`src/rtl/fifo_arb_pkg.sv`:
```
// Shared types and default sizing for the FIFO write-port arbiter.
package fifo_arb_pkg;

    typedef enum logic {
        IDLE  = 1'b0,
        BURST = 1'b1
    } arb_state_t;

    localparam int NUM_REQ    = 4;
    localparam int DATA_WIDTH = 8;
    localparam int MAX_BURST  = 4;

endpackage

```
`src/rtl/fifo_wr_arbiter_rr_pick.sv`:
```
// Combinational round-robin picker: first set req bit at or after rr_ptr, wrapping.
module rr_pick #(
    parameter int NUM_REQ = fifo_arb_pkg::NUM_REQ,
    localparam int ID_W   = $clog2(NUM_REQ)
) (
    input  logic [NUM_REQ-1:0] req,
    input  logic [ID_W-1:0]    rr_ptr,
    output logic               found,
    output logic [ID_W-1:0]    index
);

    logic [ID_W-1:0]    cand_idx [NUM_REQ];
    logic [NUM_REQ-1:0] cand_req;

    // cand_idx[k] is the requester visited k steps after rr_ptr
    generate
        for (genvar gi = 0; gi < NUM_REQ; gi++) begin : g_rotate
            assign cand_idx[gi] = ID_W'((int'(rr_ptr) + gi) % NUM_REQ);
            assign cand_req[gi] = req[cand_idx[gi]];
        end
    endgenerate

    // Scan from the far end so the closest candidate wins
    always_comb begin
        found = 1'b0;
        index = '0;
        for (int k = NUM_REQ - 1; k >= 0; k--) begin
            if (cand_req[k]) begin
                found = 1'b1;
                index = cand_idx[k];
            end
        end
    end

endmodule

```
`src/rtl/fifo_wr_arbiter.sv`:
```
// Round-robin burst arbiter feeding one FIFO write port; a winner keeps the port
// until its last beat or MAX_BURST beats, whichever comes first.
module fifo_wr_arbiter #(
    parameter int NUM_REQ    = fifo_arb_pkg::NUM_REQ,
    parameter int DATA_WIDTH = fifo_arb_pkg::DATA_WIDTH,
    parameter int MAX_BURST  = fifo_arb_pkg::MAX_BURST
) (
    input  logic                          clk,
    input  logic                          rst,
    input  logic [NUM_REQ-1:0]            req,
    input  logic [NUM_REQ-1:0]            last,
    input  logic [NUM_REQ*DATA_WIDTH-1:0] req_data,
    input  logic                          full_flag,
    output logic [NUM_REQ-1:0]            gnt,
    output logic                          wr_enb,
    output logic [DATA_WIDTH-1:0]         wr_data,
    output logic                          busy,
    output logic [$clog2(NUM_REQ)-1:0]    active_id
);

    import fifo_arb_pkg::*;

    localparam int ID_W  = $clog2(NUM_REQ);
    localparam int CNT_W = $clog2(MAX_BURST + 1);
    localparam logic [CNT_W-1:0] CNT_ONE = CNT_W'(1);
    localparam logic [CNT_W-1:0] CNT_MAX = CNT_W'(MAX_BURST);

    arb_state_t       state_reg, state_next;
    logic [ID_W-1:0]  rr_ptr_reg, rr_ptr_next;
    logic [ID_W-1:0]  owner_reg, owner_next;
    logic [CNT_W-1:0] beat_cnt_reg, beat_cnt_next;

    logic            pick_found;
    logic [ID_W-1:0] pick_idx;

    rr_pick #(
        .NUM_REQ (NUM_REQ)
    ) u_rr_pick (
        .req    (req),
        .rr_ptr (rr_ptr_reg),
        .found  (pick_found),
        .index  (pick_idx)
    );

    // Reset and a full FIFO both freeze everything by skipping the case entirely
    always_comb begin
        state_next    = state_reg;
        rr_ptr_next   = rr_ptr_reg;
        owner_next    = owner_reg;
        beat_cnt_next = beat_cnt_reg;
        gnt           = '0;
        if (!rst && !full_flag) begin
            case (state_reg)
                IDLE: begin
                    if (pick_found) begin
                        gnt[pick_idx] = 1'b1;
                        owner_next    = pick_idx;
                        beat_cnt_next = CNT_ONE;
                        if (last[pick_idx] || MAX_BURST == 1) begin
                            rr_ptr_next = ID_W'((int'(pick_idx) + 1) % NUM_REQ);
                        end else begin
                            state_next = BURST;
                        end
                    end
                end
                BURST: begin
                    if (req[owner_reg]) begin
                        gnt[owner_reg] = 1'b1;
                        beat_cnt_next  = beat_cnt_reg + CNT_ONE;
                        if (last[owner_reg] || beat_cnt_next == CNT_MAX) begin
                            state_next  = IDLE;
                            rr_ptr_next = ID_W'((int'(owner_reg) + 1) % NUM_REQ);
                        end
                    end
                end
                default: state_next = IDLE;
            endcase
        end
    end

    always_ff @(posedge clk) begin
        if (rst) begin
            state_reg    <= IDLE;
            rr_ptr_reg   <= '0;
            owner_reg    <= '0;
            beat_cnt_reg <= '0;
        end else begin
            state_reg    <= state_next;
            rr_ptr_reg   <= rr_ptr_next;
            owner_reg    <= owner_next;
            beat_cnt_reg <= beat_cnt_next;
        end
    end

    // gnt is one-hot, so an AND-OR mux yields the winner's data or zero
    logic [DATA_WIDTH-1:0] masked_data [NUM_REQ];

    generate
        for (genvar gi = 0; gi < NUM_REQ; gi++) begin : g_mask
            assign masked_data[gi] = {DATA_WIDTH{gnt[gi]}} & req_data[gi*DATA_WIDTH +: DATA_WIDTH];
        end
    endgenerate

    always_comb begin
        wr_data = '0;
        for (int k = 0; k < NUM_REQ; k++) begin
            wr_data = wr_data | masked_data[k];
        end
    end

    assign wr_enb    = |gnt;
    assign busy      = !rst && (state_reg == BURST);
    assign active_id = rst ? '0 : owner_reg;

endmodule

```
`config.mk`:
```
export PLATFORM = sky130hd
export DESIGN_NAME = fifo_wr_arbiter
export DESIGN_NICKNAME = d
export VERILOG_FILES = /design/src/rtl/fifo_arb_pkg.sv /design/src/rtl/fifo_wr_arbiter_rr_pick.sv /design/src/rtl/fifo_wr_arbiter.sv
export SDC_FILE = /design/constraint.sdc
export NUM_CORES = 1
export LEC_CHECK = 0
export ABC_AREA = 1
export CORE_MARGIN = 3
export CORE_UTILIZATION = 37
export DETAILED_ROUTE_END_ITERATION = 10
export GPL_TIMING_DRIVEN = 0
export PLACE_DENSITY = 0.87
export SKIP_CTS_REPAIR_TIMING = 1
export SYNTH_ARGS = -nofsm -noshare
export SYNTH_HDL_FRONTEND = slang
export SYNTH_HIERARCHICAL = 1
export SYNTH_SLANG_ARGS = --single-unit
```
`constraint.sdc`:
```
create_clock -name clk -period 2.9 [get_ports clk]
set_input_delay 0.58 -clock clk [delete_from_list [all_inputs] [get_ports clk]]
set_output_delay 0.58 -clock clk [all_outputs]
set_load 0.03 [all_outputs]
```
# Word level (Yosys, flattened, before mapping)
# Cells that the tools add are included.
[word_totals] register_bits=8 in_bits=43 out_inout_bits=16 elab_cells=86
[op_classes] addsub=6 magnitude_cmp=8 eq_ne=5 mux=44 bitwise=8 reduce_logical=11
[op_table] op="$and 8x8->8" count=4
[op_table] op="$or 8x8->8" count=3
[op_table] op="$lt 2x3->1 const B" count=6
[op_table] op="$mux 2" count=9
[op_table] op="$mux 1" count=17
[op_table] op="$bmux 1 s2" count=7
[op_table] op="$mux 4" count=3
[op_table] op="$pmux 4 s2" count=1
[op_table] op="$add 2x1->2 const B" count=3
[op_table] op="$mux 3" count=2
[op_table] op="$pmux 3 s2" count=1
[op_table] op="$reduce_and 3->1" count=2
[op_table] op="$reduce_and 5->1" count=1
[op_table] op="$add 2x2->2 const B" count=2
[op_table] op="$demux 1 s2" count=2
[op_table] op="$ge 2x1->1 const B" count=2
[op_table] op="$logic_and 1x1->1" count=4
[op_table] op="$ne 2x1->1 const B" count=2
[op_table] op="$ne 2x2->1 const B" count=2
[op_table] op="$pmux 2 s2" count=1
[op_table] op="$reduce_or 4->1" count=1
[op_table] op="$add 3x1->3 const B" count=1
[op_table] op="$eq 3x3->1 const B" count=1
[op_table] op="$logic_not 1->1" count=2
[op_table] op="other kinds (3)" count=3

# Depth between registers and ports, before layout
[logic_depth] ltp_word=18 mapped_depth=20 ltp_nobuf=20

# Hierarchy
# The synthesis kept the hierarchy.
[modules_own_cells] module="fifo_wr_arbiter" n_inst=1 cells_per_inst=149 area_per_inst_um2=828.3 seq_area_each_um2=160.2
[modules_own_cells] module="rr_pick" n_inst=1 cells_per_inst=46 area_per_inst_um2=212.7 seq_area_each_um2=0.0

# Worst setup path before layout
# OpenSTA, ideal clock, no wires.
[synth_path] kind="input to output" startpoint="input port req[3]" endpoint="output port wr_data[0]" arrival_time_ps=2109 required_time_ps=2320 slack_ps=211 stages=13 path_buffers=0 path_cell_list="inv_1 nand2_2 and2_4 nand2_2 nand2_1 inv_1 a21boi_1 inv_1 o31ai_1 nand3_1 clkinv_2 nand2_1 nand3_1"
[synth_via] word_cells_on_any_way=34 classes_between="2 x order compare; 24 x mux; 7 x bitwise; 1 x reduce/logical"
[synth_lines] element="start: declaration" line_no="fifo_wr_arbiter.sv:10" rtl="input logic [NUM_REQ-1:0] req,"
[synth_lines] element="$bmux 1 s2" line_no="fifo_wr_arbiter_rr_pick.sv:19" rtl="assign cand_req[gi] = req[cand_idx[gi]];"
[synth_lines] element="$mux 1 (not written as such)" line_no="fifo_wr_arbiter_rr_pick.sv:19"
[synth_lines] element="$mux 2 (3 in series)" line_no="fifo_wr_arbiter_rr_pick.sv:28" rtl="if (cand_req[k]) begin"
[synth_lines] element="$mux 2 *" line_no="fifo_wr_arbiter_rr_pick.sv:28"
[synth_lines] element="named net pick_idx[1]" line_no="fifo_wr_arbiter.sv:34" rtl="logic [ID_W-1:0] pick_idx;"
[synth_lines] element="$lt 2x3->1 (not written as such) or $ge 2x1->1 (tied branches)" line_no="fifo_wr_arbiter.sv:56" rtl="gnt[pick_idx] = 1'b1;"
[synth_lines] element="$logic_and 1x1->1 (not written as such)" line_no="fifo_wr_arbiter.sv:56"
[synth_lines] element="$mux 1 (not written as such)" line_no="fifo_wr_arbiter.sv:56"
[synth_lines] element="$demux 1 s2 *" line_no="fifo_wr_arbiter.sv:56"
[synth_lines] element="$mux 4 *" line_no="fifo_wr_arbiter.sv:55" rtl="if (pick_found) begin"
[synth_lines] element="$pmux 4 s2 *" line_no="fifo_wr_arbiter.sv:53" rtl="case (state_reg)"
[synth_lines] element="$mux 4 *" line_no="fifo_wr_arbiter.sv:52" rtl="if (!rst && !full_flag) begin"
[synth_lines] element="named net gnt[3]" line_no="fifo_wr_arbiter.sv:14" rtl="output logic [NUM_REQ-1:0] gnt,"
[synth_lines] element="$and 8x8->8 *" line_no="fifo_wr_arbiter.sv:100" rtl="assign masked_data[gi] = {DATA_WIDTH{gnt[gi]}} & req_data[gi*DATA_WIDTH +: DATA_WIDTH];"
[synth_lines] element="$or 8x8->8 *" line_no="fifo_wr_arbiter.sv:107" rtl="wr_data = wr_data | masked_data[k];"
[synth_lines] element="end: declaration" line_no="fifo_wr_arbiter.sv:16" rtl="output logic [DATA_WIDTH-1:0] wr_data,"
# Mark *: on every way through the listed nets, which the timed path passes. The rest lies on a longest branch. The select of a mux whose other input is x is not followed.

# Final worst setup path
[layout_path] startpoint="register rr_ptr_reg[0]" endpoint="output port wr_data[6]"
[layout_via] elab_chain_len=18 word_cells_on_any_way=34 classes_between="3 x add/sub; 2 x order compare; 21 x mux; 7 x bitwise; 1 x reduce/logical"
[layout_lines] element="start: declaration" line_no="fifo_wr_arbiter.sv:29" rtl="logic [ID_W-1:0] rr_ptr_reg, rr_ptr_next;"
[layout_lines] element="start signal: assignment" line_no="fifo_wr_arbiter.sv:89" rtl="rr_ptr_reg <= rr_ptr_next;"
[layout_lines] element="$add 2x2->2" line_no="fifo_wr_arbiter_rr_pick.sv:18" rtl="assign cand_idx[gi] = ID_W'((int'(rr_ptr) + gi) % NUM_REQ);"
[layout_lines] element="$bmux 1 s2" line_no="fifo_wr_arbiter_rr_pick.sv:19"
[layout_lines] element="$mux 1 (not written as such)" line_no="fifo_wr_arbiter_rr_pick.sv:19"
[layout_lines] element="$mux 2 (3 in series)" line_no="fifo_wr_arbiter_rr_pick.sv:28"
[layout_lines] element="$mux 2 *" line_no="fifo_wr_arbiter_rr_pick.sv:28"
[layout_lines] element="named net pick_idx[0]" line_no="fifo_wr_arbiter.sv:34"
[layout_lines] element="$lt 2x3->1 (not written as such) or $ge 2x1->1 (tied branches)" line_no="fifo_wr_arbiter.sv:56"
[layout_lines] element="$logic_and 1x1->1 (not written as such)" line_no="fifo_wr_arbiter.sv:56"
[layout_lines] element="$mux 1 (not written as such)" line_no="fifo_wr_arbiter.sv:56"
[layout_lines] element="$demux 1 s2 *" line_no="fifo_wr_arbiter.sv:56"
[layout_lines] element="$mux 4 *" line_no="fifo_wr_arbiter.sv:55"
[layout_lines] element="$pmux 4 s2 *" line_no="fifo_wr_arbiter.sv:53"
[layout_lines] element="$mux 4 *" line_no="fifo_wr_arbiter.sv:52"
[layout_lines] element="$and 8x8->8" line_no="fifo_wr_arbiter.sv:100"
[layout_lines] element="$or 8x8->8 (2 in series)" line_no="fifo_wr_arbiter.sv:107"
[layout_lines] element="$or 8x8->8 *" line_no="fifo_wr_arbiter.sv:107"
# Marked as above.

==> impl_metrics.yaml <==
logic_synthesis:
  synth_fp_nets: 240
  synthesis.area_per_instance_um2: 5.34
  synthesis.area_um2: 1040
  yosys_warnings: 6
  synthesis.instances: 195
  number_of_synthesized_register_bits: 8
  synth.yosys.seq_area_share_pct: 15.4
  synth_cell_types: 27
sta:
  final_max_slew_viol_count: 0
  setup_total_negative_slack_ps: 0
  maxClockFrequency_ghz: 0.346
  final.min_clock_period_ps: 2890
  timing_worst_slew_pin_value_ps: 332
  grt_setup_unrepaired: "yes"
  final.period_utilization_pct: 99.5
  timing.clock.skew_ps: 3.79
  finalHoldWorstSlack_ps: 496
  setup-violations-final: 0
  timing.max_slew.rel_slack_pct: 77.8
  finalHoldViolations: 0
power_and_ir_drop:
  power.density_cell_area_nw_per_um2: 637
  clock_power_share_pct: 7.4
  share_comb_of_total_power_pct: 79.3
  cellInternalPower_uw: 579
  switchingPower_uw: 631
  total_leakage_power_uw: 0.000978
  share_seq_of_total_power_pct: 13.3
  max-vdd-ir-drop_uv: 500
  swShare_pct: 52.1
cells_and_area:
  fillers: 186
  largest_register_ff_count: 3
  diodes: 0
  multi_input_combinational_cell_area_um2: 907
  seq_area_um2: 163
  total_number_of_nets_in_the_final_design: 309
  layout-drive-gt1-share_pct: 30.9
  layout-area-overhead-vs-synth_pct: 82.6
setup_path:
  critical_path_required_ps: 2320
  timing.critical_path.arrival_ps: 2310
  worstSetupPathType: "flop to primary output"
  cp-start-kind: "flop"
  worst-path-max-fanout: 9
  endpoint_kind: "primary output"
routing:
  wl_met2_um: 2120
  m1WireLength_um: 1590
  postRouteAntennaNets: 0
  routedWlPerCell_um: 13.8
  routed.top_layer: "met4"
  route.met3.wl_um: 228
  postRouteWirelength_um: 4020
  via_count_of_the_routed_design: 1532
  route.detailed.drc: 0
  drt_first_pass_iters: 4
  drt_iter0_markers: 73
  drt-vias-per-instance: 5.25
global_routing:
  via_count_of_the_first_global_routing_pass: 1208
  largest_net_degree_at_the_start_of_global_routing: 11
  grt_first_pass_wirelength_um: 5370
  grt_util_all_layers_pct: 19.3
  antenna_found_initial: 0
  global_route.overflow_total: 0
floorplan:
  floorplan.rows: 18
  die_y_um: 59.0
  ios: 59
  design.core.area_um2: 2570
  die_area_um2: 3490
  die_width_um: 59.0
  initial_utilization_pct: 40.5
outcome:
  status: "finished, final reports clean"
clock_tree:
  clock_insertion_delay_worst_skew_ps: 260
  cts.sink_count: 8
  ctsRootBufferMaster: "sky130_fd_sc_hd__clkbuf_4"
  h-tree-depth: 1
  cts_tree: "yes"
  clk_transition_reported_paths_ps: 60
  numCtsBuffers: 3
  clock_path_buffers: 2
placement:
  portBuffers: 57
  routabilityCongestion: 0.891
  hpwl_um: 2790
worst_hold_path:
  min-delay-path-class: "flop to flop"
job:
  cap_viol_max_count: 0
metrics by stage:
step / instances / utilization, % / cell area, um2 / setup slack (ps) / total power [uW]
global placement: 282 / 64.2 / 1650 / -986 / 901
global route: 292 / 74.0 / 1900 / -121 / 1300
finish: 292 / 74.0 / 1900 / 13.3 / 1210
detailed placement: 282 / 64.2 / 1650 / -1010 / 909
floorplan: 195 / - / 1040 / 211 / 664
CTS: 285 / 65.1 / 1670 / -1020 / 1000
cells by family after synthesis:
group / Yosys count / synth area share (%)
xor gates and xnor gates: 1 / 0.841
buffers and inverters: 30 / 12.3
DFF: 8 / 15.4
and+or+nand+nor: 131 / 55.2
AOI/OAI and AO/OA: 23 / 13.9
adders and majority gates: 2 / 2.40
critical path, stage by stage, from the launching register on:
cell and delay (ps):
sky130_fd_sc_hd__dfxtp_2 330, sky130_fd_sc_hd__buf_8 140, sky130_fd_sc_hd__nand2_1 100, sky130_fd_sc_hd__o21ai_4 80
sky130_fd_sc_hd__nand2_1 130, sky130_fd_sc_hd__nand3_2 110, sky130_fd_sc_hd__nand2_2 80, sky130_fd_sc_hd__nand2_2 70
sky130_fd_sc_hd__nand2_4 100, sky130_fd_sc_hd__inv_4 60, sky130_fd_sc_hd__o31ai_4 240, sky130_fd_sc_hd__nand3_2 160
sky130_fd_sc_hd__clkinvlp_4 170, sky130_fd_sc_hd__nand2_2 80, sky130_fd_sc_hd__nand3_2 90, sky130_fd_sc_hd__buf_6 130
power by group through the flow:
stage	combinational, uW	sequential [uW]	clock (uW)
after floorplan	511	153	0
final	961	160	89.6
after detailed placement	751	158	0
after global routing	1040	163	93.4
after global placement	743	157	0
after CTS	755	156	91.5
cells in the mapped netlist:
cell / instances / area share, %
sky130_fd_sc_hd__a21boi_1: 1 / 0.72
sky130_fd_sc_hd__a21oi_1: 3 / 1.4
sky130_fd_sc_hd__a22oi_1: 8 / 5.8
sky130_fd_sc_hd__a31oi_1: 1 / 0.60
sky130_fd_sc_hd__and2_4: 1 / 0.84
sky130_fd_sc_hd__buf_2: 1 / 0.48
sky130_fd_sc_hd__buf_4: 1 / 0.72
sky130_fd_sc_hd__buf_6: 1 / 1.1
sky130_fd_sc_hd__clkinv_2: 2 / 0.96
sky130_fd_sc_hd__dfxtp_1: 8 / 15
sky130_fd_sc_hd__ha_1: 2 / 2.4
sky130_fd_sc_hd__inv_1: 17 / 6.1
sky130_fd_sc_hd__inv_2: 8 / 2.9
sky130_fd_sc_hd__nand2_1: 78 / 28
sky130_fd_sc_hd__nand2_2: 5 / 3.0
sky130_fd_sc_hd__nand3_1: 28 / 13
sky130_fd_sc_hd__nand3_2: 1 / 0.96
sky130_fd_sc_hd__nand4_1: 2 / 1.2
sky130_fd_sc_hd__nand4_2: 1 / 1.2
sky130_fd_sc_hd__nor2_1: 13 / 4.7
sky130_fd_sc_hd__nor2_2: 1 / 0.60
sky130_fd_sc_hd__nor2_4: 1 / 1.1
sky130_fd_sc_hd__o21ai_0: 6 / 2.9
sky130_fd_sc_hd__o21ai_1: 2 / 0.96
sky130_fd_sc_hd__o21ai_2: 1 / 0.84
sky130_fd_sc_hd__o31ai_1: 1 / 0.72
sky130_fd_sc_hd__xnor2_1: 1 / 0.84
area by class of cell:
cell class / count / share of cell area, %
inverters: 27 / 5.99
well taps: 30 / 1.97
plain buffers: 3 / 1.45
flip-flops and latches: 8 / 8.56
repair buffers: 63 / 32.7
multi-input cells: 157 / 47.7
clock buffers: 3 / 1.18
repair inverters: 1 / 0.395
layer usage:
layer / vias up / track usage (%)
li1: 765 / -
met1: 681 / 25.9
met2: 75 / 32.2
met3: 11 / 2.18
met4: 0 / 6.15
met5: - / 0
final timing paths:
check                                    start                      endpoint  slack, ps  cells past startpoint
hold reg to reg   beat_cnt_reg[2]$_SDFFE_PP0P_  beat_cnt_reg[2]$_SDFFE_PP0P_        500                      2
setup / recovery    rr_ptr_reg[0]$_SDFFE_PP0P_                    wr_data[6]         10                     15
hold / removal    beat_cnt_reg[2]$_SDFFE_PP0P_  beat_cnt_reg[2]$_SDFFE_PP0P_        500                      2
setup reg to reg    rr_ptr_reg[0]$_SDFFE_PP0P_    rr_ptr_reg[1]$_SDFFE_PP0P_        930                     19
cell usage in the layout, fill, tap and decap left out, types with 3 or more instances in the layout:
master and n:
sky130_fd_sc_hd__nand3_2 13, sky130_fd_sc_hd__a21oi_1 3, sky130_fd_sc_hd__clkbuf_2 3, sky130_fd_sc_hd__a22oi_2 6, sky130_fd_sc_hd__buf_6 7, sky130_fd_sc_hd__buf_4 8
sky130_fd_sc_hd__nand2_1 69, sky130_fd_sc_hd__clkbuf_4 3, sky130_fd_sc_hd__dfxtp_1 6, sky130_fd_sc_hd__nor2_1 13, sky130_fd_sc_hd__clkdlybuf4s50_1 40, sky130_fd_sc_hd__nand2_2 13
sky130_fd_sc_hd__inv_2 9, sky130_fd_sc_hd__o21ai_0 6, sky130_fd_sc_hd__inv_1 13, sky130_fd_sc_hd__inv_4 5, sky130_fd_sc_hd__dlymetal6s2s_1 6, sky130_fd_sc_hd__nand3_1 16
Note: power is estimated with default switching activity, not from simulation.
